### config.mk
export PLATFORM = sky130hd
export DESIGN_NAME = demux_rr_n
export DESIGN_NICKNAME = d
export VERILOG_FILES = /design/src/rtl/phy_rx_pkg.sv /design/src/rtl/demux_idle_timer.sv /design/src/rtl/demux_rr_n.sv
export SDC_FILE = /design/constraint.sdc
export NUM_CORES = 1
export LEC_CHECK = 0
export ABC_AREA = 1
export BUFFER_PORTS_ARGS = -buffer_cell sky130_fd_sc_hd__buf_2
export CAP_MARGIN = 20
export CORE_UTILIZATION = 40
export CTS_CLUSTER_SIZE = 30
export DETAILED_ROUTE_END_ITERATION = 7
export PLACE_DENSITY = 0.64
export REMOVE_ABC_BUFFERS = 1
export SLEW_MARGIN = 20
export SYNTH_ARGS = -nofsm -noshare
export SYNTH_HDL_FRONTEND = slang
export SYNTH_SLANG_ARGS = --single-unit
### constraint.sdc
create_clock -name clk_f -period 2.5 [get_ports clk_f]
set_input_delay 0.375 -clock clk_f [delete_from_list [all_inputs] [get_ports clk_f]]
set_output_delay 0.375 -clock clk_f [all_outputs]
set_load 0.1 [all_outputs]
### src/rtl/phy_rx_pkg.sv
// Shared phy_rx definitions: demux FSM encoding, lane defaults,
// and a constant-safe clog2 helper.
package phy_rx_pkg;

   localparam int PHY_WIDTH   = 8;
   localparam int PHY_NUM_OUT = 4;

   typedef enum logic {
      ST_EMPTY = 1'b0,
      ST_FILL  = 1'b1
   } dmx_state_e;

   function automatic int clog2(input int v);
      int r;
      r = 0;
      for (int i = 0; i < 31; i++) begin
         if ((1 << i) < v) r = i + 1;
      end
      return r;
   endfunction

endpackage

### src/rtl/demux_idle_timer.sv
// Idle cycle counter for the demux: clears, increments, saturates,
// and pulses timeout on the cycle the idle limit is reached.
module demux_idle_timer
   import phy_rx_pkg::*;
#(
   parameter int LIMIT = 0
) (
   input  logic clk_i,
   input  logic rst_i,
   input  logic clr_i,
   input  logic inc_i,
   output logic timeout_o
);

   localparam int CW = (LIMIT > 0) ? clog2(LIMIT + 1) : 1;
   localparam logic [CW-1:0] CMAX = CW'(LIMIT);
   localparam logic [CW-1:0] CFIRE = CW'(LIMIT - 1);

   logic [CW-1:0] cnt_q;
   logic [CW-1:0] cnt_d;

   always_comb begin
      cnt_d = cnt_q;
      if (clr_i) begin
         cnt_d = '0;
      end else if (inc_i && (cnt_q < CMAX)) begin
         cnt_d = cnt_q + 1'b1;
      end
   end

   always_ff @(posedge clk_i or posedge rst_i) begin
      if (rst_i) begin
         cnt_q <= '0;
      end else begin
         cnt_q <= cnt_d;
      end
   end

   // LIMIT==0 disables auto-flush entirely
   assign timeout_o = (LIMIT > 0) && inc_i && (cnt_q == CFIRE);

endmodule

### src/rtl/demux_rr_n.sv
// Round-robin 1-to-NUM_OUT word demux with explicit and idle flush
// of partial groups; single clock, registered lane outputs.
module demux_rr_n
   import phy_rx_pkg::*;
#(
   parameter int WIDTH      = PHY_WIDTH,
   parameter int NUM_OUT    = PHY_NUM_OUT,
   parameter int IDLE_FLUSH = 0
) (
   input  logic                       clk_f,
   input  logic                       reset,
   input  logic [WIDTH-1:0]           data_in,
   input  logic                       valid_in,
   input  logic                       flush,
   output logic [NUM_OUT*WIDTH-1:0]   data_out,
   output logic [NUM_OUT-1:0]         valid_out,
   output logic                       group_strobe,
   output logic [clog2(NUM_OUT)-1:0]  lane_ptr
);

   localparam int PW = clog2(NUM_OUT);
   localparam logic [PW-1:0] LAST = PW'(NUM_OUT - 1);

   dmx_state_e state_q, state_d;

   logic [PW-1:0]            ptr_q, ptr_d;
   logic [NUM_OUT-1:0]       mask_q, mask_d;
   logic [WIDTH-1:0]         stage_q [NUM_OUT];
   logic [NUM_OUT*WIDTH-1:0] data_out_q, data_out_d;
   logic [NUM_OUT-1:0]       valid_out_q, valid_out_d;
   logic                     strobe_q;

   logic [NUM_OUT-1:0] cur_bit;
   logic [NUM_OUT-1:0] eff_mask;
   logic               full_emit;
   logic               flush_emit;
   logic               emit;
   logic               timeout;
   logic               fill;
   logic               tmr_inc;
   logic               tmr_clr;

   always_ff @(posedge clk_f or posedge reset) begin
      if (reset) begin
         state_q <= ST_EMPTY;
      end else begin
         state_q <= state_d;
      end
   end

   always_comb begin
      state_d = state_q;
      if (emit) begin
         state_d = ST_EMPTY;
      end else if (valid_in) begin
         state_d = ST_FILL;
      end
   end

   always_comb begin
      fill    = (state_q == ST_FILL);
      tmr_inc = fill && !valid_in;
      tmr_clr = !fill || valid_in || emit;
   end

   demux_idle_timer #(
      .LIMIT (IDLE_FLUSH)
   ) u_idle (
      .clk_i     (clk_f),
      .rst_i     (reset),
      .clr_i     (tmr_clr),
      .inc_i     (tmr_inc),
      .timeout_o (timeout)
   );

   // the word arriving this cycle joins the group being emitted
   always_comb begin
      cur_bit = '0;
      if (valid_in) cur_bit[ptr_q] = 1'b1;
      eff_mask   = mask_q | cur_bit;
      full_emit  = valid_in && (ptr_q == LAST);
      flush_emit = (flush || timeout) && ((mask_q != '0) || valid_in);
      emit       = full_emit || flush_emit;
   end

   always_comb begin
      data_out_d  = data_out_q;
      valid_out_d = emit ? eff_mask : '0;
      ptr_d       = ptr_q;
      mask_d      = mask_q;
      for (int k = 0; k < NUM_OUT; k++) begin
         if (emit && eff_mask[k]) begin
            data_out_d[k*WIDTH +: WIDTH] = cur_bit[k] ? data_in : stage_q[k];
         end
      end
      if (emit) begin
         ptr_d  = '0;
         mask_d = '0;
      end else if (valid_in) begin
         ptr_d  = ptr_q + 1'b1;
         mask_d = eff_mask;
      end
   end

   always_ff @(posedge clk_f or posedge reset) begin
      if (reset) begin
         ptr_q       <= '0;
         mask_q      <= '0;
         data_out_q  <= '0;
         valid_out_q <= '0;
         strobe_q    <= 1'b0;
         for (int k = 0; k < NUM_OUT; k++) stage_q[k] <= '0;
      end else begin
         ptr_q       <= ptr_d;
         mask_q      <= mask_d;
         data_out_q  <= data_out_d;
         valid_out_q <= valid_out_d;
         strobe_q    <= emit;
         if (valid_in) stage_q[ptr_q] <= data_in;
      end
   end

   assign data_out     = data_out_q;
   assign valid_out    = valid_out_q;
   assign group_strobe = strobe_q;
   assign lane_ptr     = ptr_q;

endmodule
==> impl_metrics.json <==
{
  "syn_area_um2": 3244,
  "numPlacedInstances": 463,
  "numCtsBuffers": 9,
  "critPathTopFamily": "simple AND/OR/NAND/NOR gates",
  "cts_sinks": 75,
  "final-max-slew-violation-count": 0,
  "tightest_slew_ns": 0.7643,
  "ff2ff_path_depth": 6,
  "clk_pin_slew_worst_paths_ns": 0.08,
  "clockBufferDepth": 2,
  "status": "finished, final reports clean",
  "cts_resized": 0,
  "timing.rr.start": "lane_ptr[0]",
  "insertion_delay_ns": 0.35,
  "avgViaCountPerCell": 4.914,
  "slowest_delay_ns": 0.53,
  "drive_gt1_share_pct": 26.53,
  "stdcell_count": 479,
  "synthXorXnorAreaFrac_pct": 0.2700,
  "drc": 0,
  "nNetsFinal": 388,
  "final_common_cell": "nand2_1",
  "ff2ff_setup_slack_ns": 0.52,
  "drtAntennaViolNets": 0,
  "die_area_um2": 8475,
  "cp_slowest_cell": "nand2_2",
  "cts_hold_buf": 0,
  "arrival_ns": 2.22,
  "maxCapViolCount": 0,
  "routed_wl_um": 6546,
  "startpoint_type": "flop",
  "synthCells": 323,
  "synth.distinct_cells": 21,
  "critical_path_class": "flop to flop",
  "ys_ff_latch": 75,
  "grt_max_degree": 76,
  "wl_per_cell_um": 13.67,
  "gp_congestion": 0.7615,
  "track_usage_pct": 17.18,
  "antenna_found_initial": 0,
  "dr.pass1.iters": 4,
  "finClkSkew_ns": 0.008929,
  "synthMuxAreaShare_pct": 0,
  "core-area_um2": 7767,
  "grt_pass1_vias": 2322,
  "cts_root_buffer": "clkbuf_8",
  "cp.required_ns": 2.74,
  "placementRows": 32,
  "whs_ns": 0.08334,
  "synth_fa_ha_area_share_pct": 1.543,
  "fmax_mhz": 504.0,
  "synthSimpleGateAreaFrac_pct": 30.43,
  "yosys_warnings": 0,
  "tns_ns": 0,
  "overflow": 0,
  "portBuffers": 50,
  "cts_max_level": 3,
  "synth_compound_area_share_pct": 2.931,
  "critPathBufInv": 0,
  "synthToLayoutAreaGrowth_pct": 13.92,
  "grt_pass1_wl_um": 11260,
  "post_cts_buffers": 0,
  "dieWidth_um": 92.06,
  "crit_path_cell_trace": "ha_1, nand2_4, nand2_2, nand3_4, nand2_1, nand2_1",
  "setup_viol": 0,
  "final_hold_viol_count": 0,
  "rsz0062_at_grt": "no",
  "die_h_um": 92.06,
  "synth_top_family_by_area": "simple AND/OR/NAND/NOR gates",
  "hold_path.class": "input port to asynchronous set/reset pin",
  "diodes": 0,
  "final_cell_mix": "nand2_1 (112), dfrtp_1 (75), buf_2 (50)",
  "cts_tree": "done",
  "synth_area_per_cell_um2": 10.04,
  "r2r_end": "data_out[19]",
  "vias": 2354,
  "critPathMaxFanout": 29,
  "cp-end-kind": "flop",
  "yosysSeqAreaShare_pct": 57.85,
  "drtIter0Drc": 137,
  "max_slew_margin_pct": 49.04,
  "dp_hpwl_um": 4215,
  "cpMostUsedCell": "nand2_1",
  "ios": 51,
  "initial_core_util_pct": 41.77,
  "period_needed_ns": 1.984,
  "fin_crit_sh_pct": 79.36
}
==> tightest hold or removal path, cell delays in order <==
cell	delay, ns
buf_2	0.10
inv_2	0.06
buf_12	0.31
==> area by class of cell <==
type	instances	area [um2]
Fill cell	769	4071
Sequential cell	75	1877
Multi-Input combinational cell	213	1141
Timing Repair Buffer	52	277.8
Clock inverter	6	66.31
Inverter	21	78.83
Clock buffer	10	127.6
Tap cell	102	127.6
==> cells in the mapped netlist (all sizes together) <==
cell / n / area share, %
nor2: 6 / 0.69
nand3: 36 / 7.6
o21ai: 9 / 2.3
xnor2: 1 / 0.27
buf: 14 / 4.6
nand4: 24 / 4.6
ha: 4 / 1.5
inv: 21 / 2.4
dfrtp: 75 / 58
a21oi: 4 / 0.62
nand2: 129 / 18
==> stage by stage <==
step	worst slack (ns)	util (%)	cell area, um2
3_3_place_gp	0.5967	45.09	3502
2_1_floorplan	0.1525	-	3097
6_report	0.5159	47.58	3696
5_1_grt	0.3330	47.58	3696
4_1_cts	0.5089	47.58	3696
3_5_place_dp	0.5385	45.09	3502
==> worst max-delay path by stage <==
stage	startpoint	to	slack (ns)	depth (start not counted)
after floorplan	lane_ptr[0]	data_out[0]	0.15	6
after global placement	lane_ptr[0]	data_out[22]	0.60	6
after global routing	lane_ptr[0]	data_out[1]	0.33	6
after CTS	lane_ptr[0]	data_out[19]	0.51	6
after detailed placement	lane_ptr[0]	data_out[2]	0.54	6
final	lane_ptr[0]	data_out[19]	0.52	6
==> state kept, by name (all words and copies together) (netlist names) <==
register	flops
group_strobe	1
valid_out	4
data_out	32
stage_q	32
lane_ptr	2
mask_q	4
==> logic make-up (layout without fill, tap and decap cells) <==
kind of cell,Yosys count,in the layout
xor+xnor,1,1
fa+ha+maj,4,4
flops,75,75
simple gates,195,195
buf+inv,35,89
compound gates,13,13
==> metal layers <==
| metal | up-vias | track usage (%) | wire (um) |
|---|---|---|---|
| li1 | 1145 | - | - |
| met1 | 1125 | 23.54 | 2947 |
| met2 | 72 | 26.99 | 3079 |
| met3 | 12 | 2.985 | 429 |
| met4 | 0 | 7.161 | 90 |
| met5 | - | 0 | 0 |
Power is not shown: default switching activity piles up to over one toggle a cycle in this logic, so the estimate is an artifact.
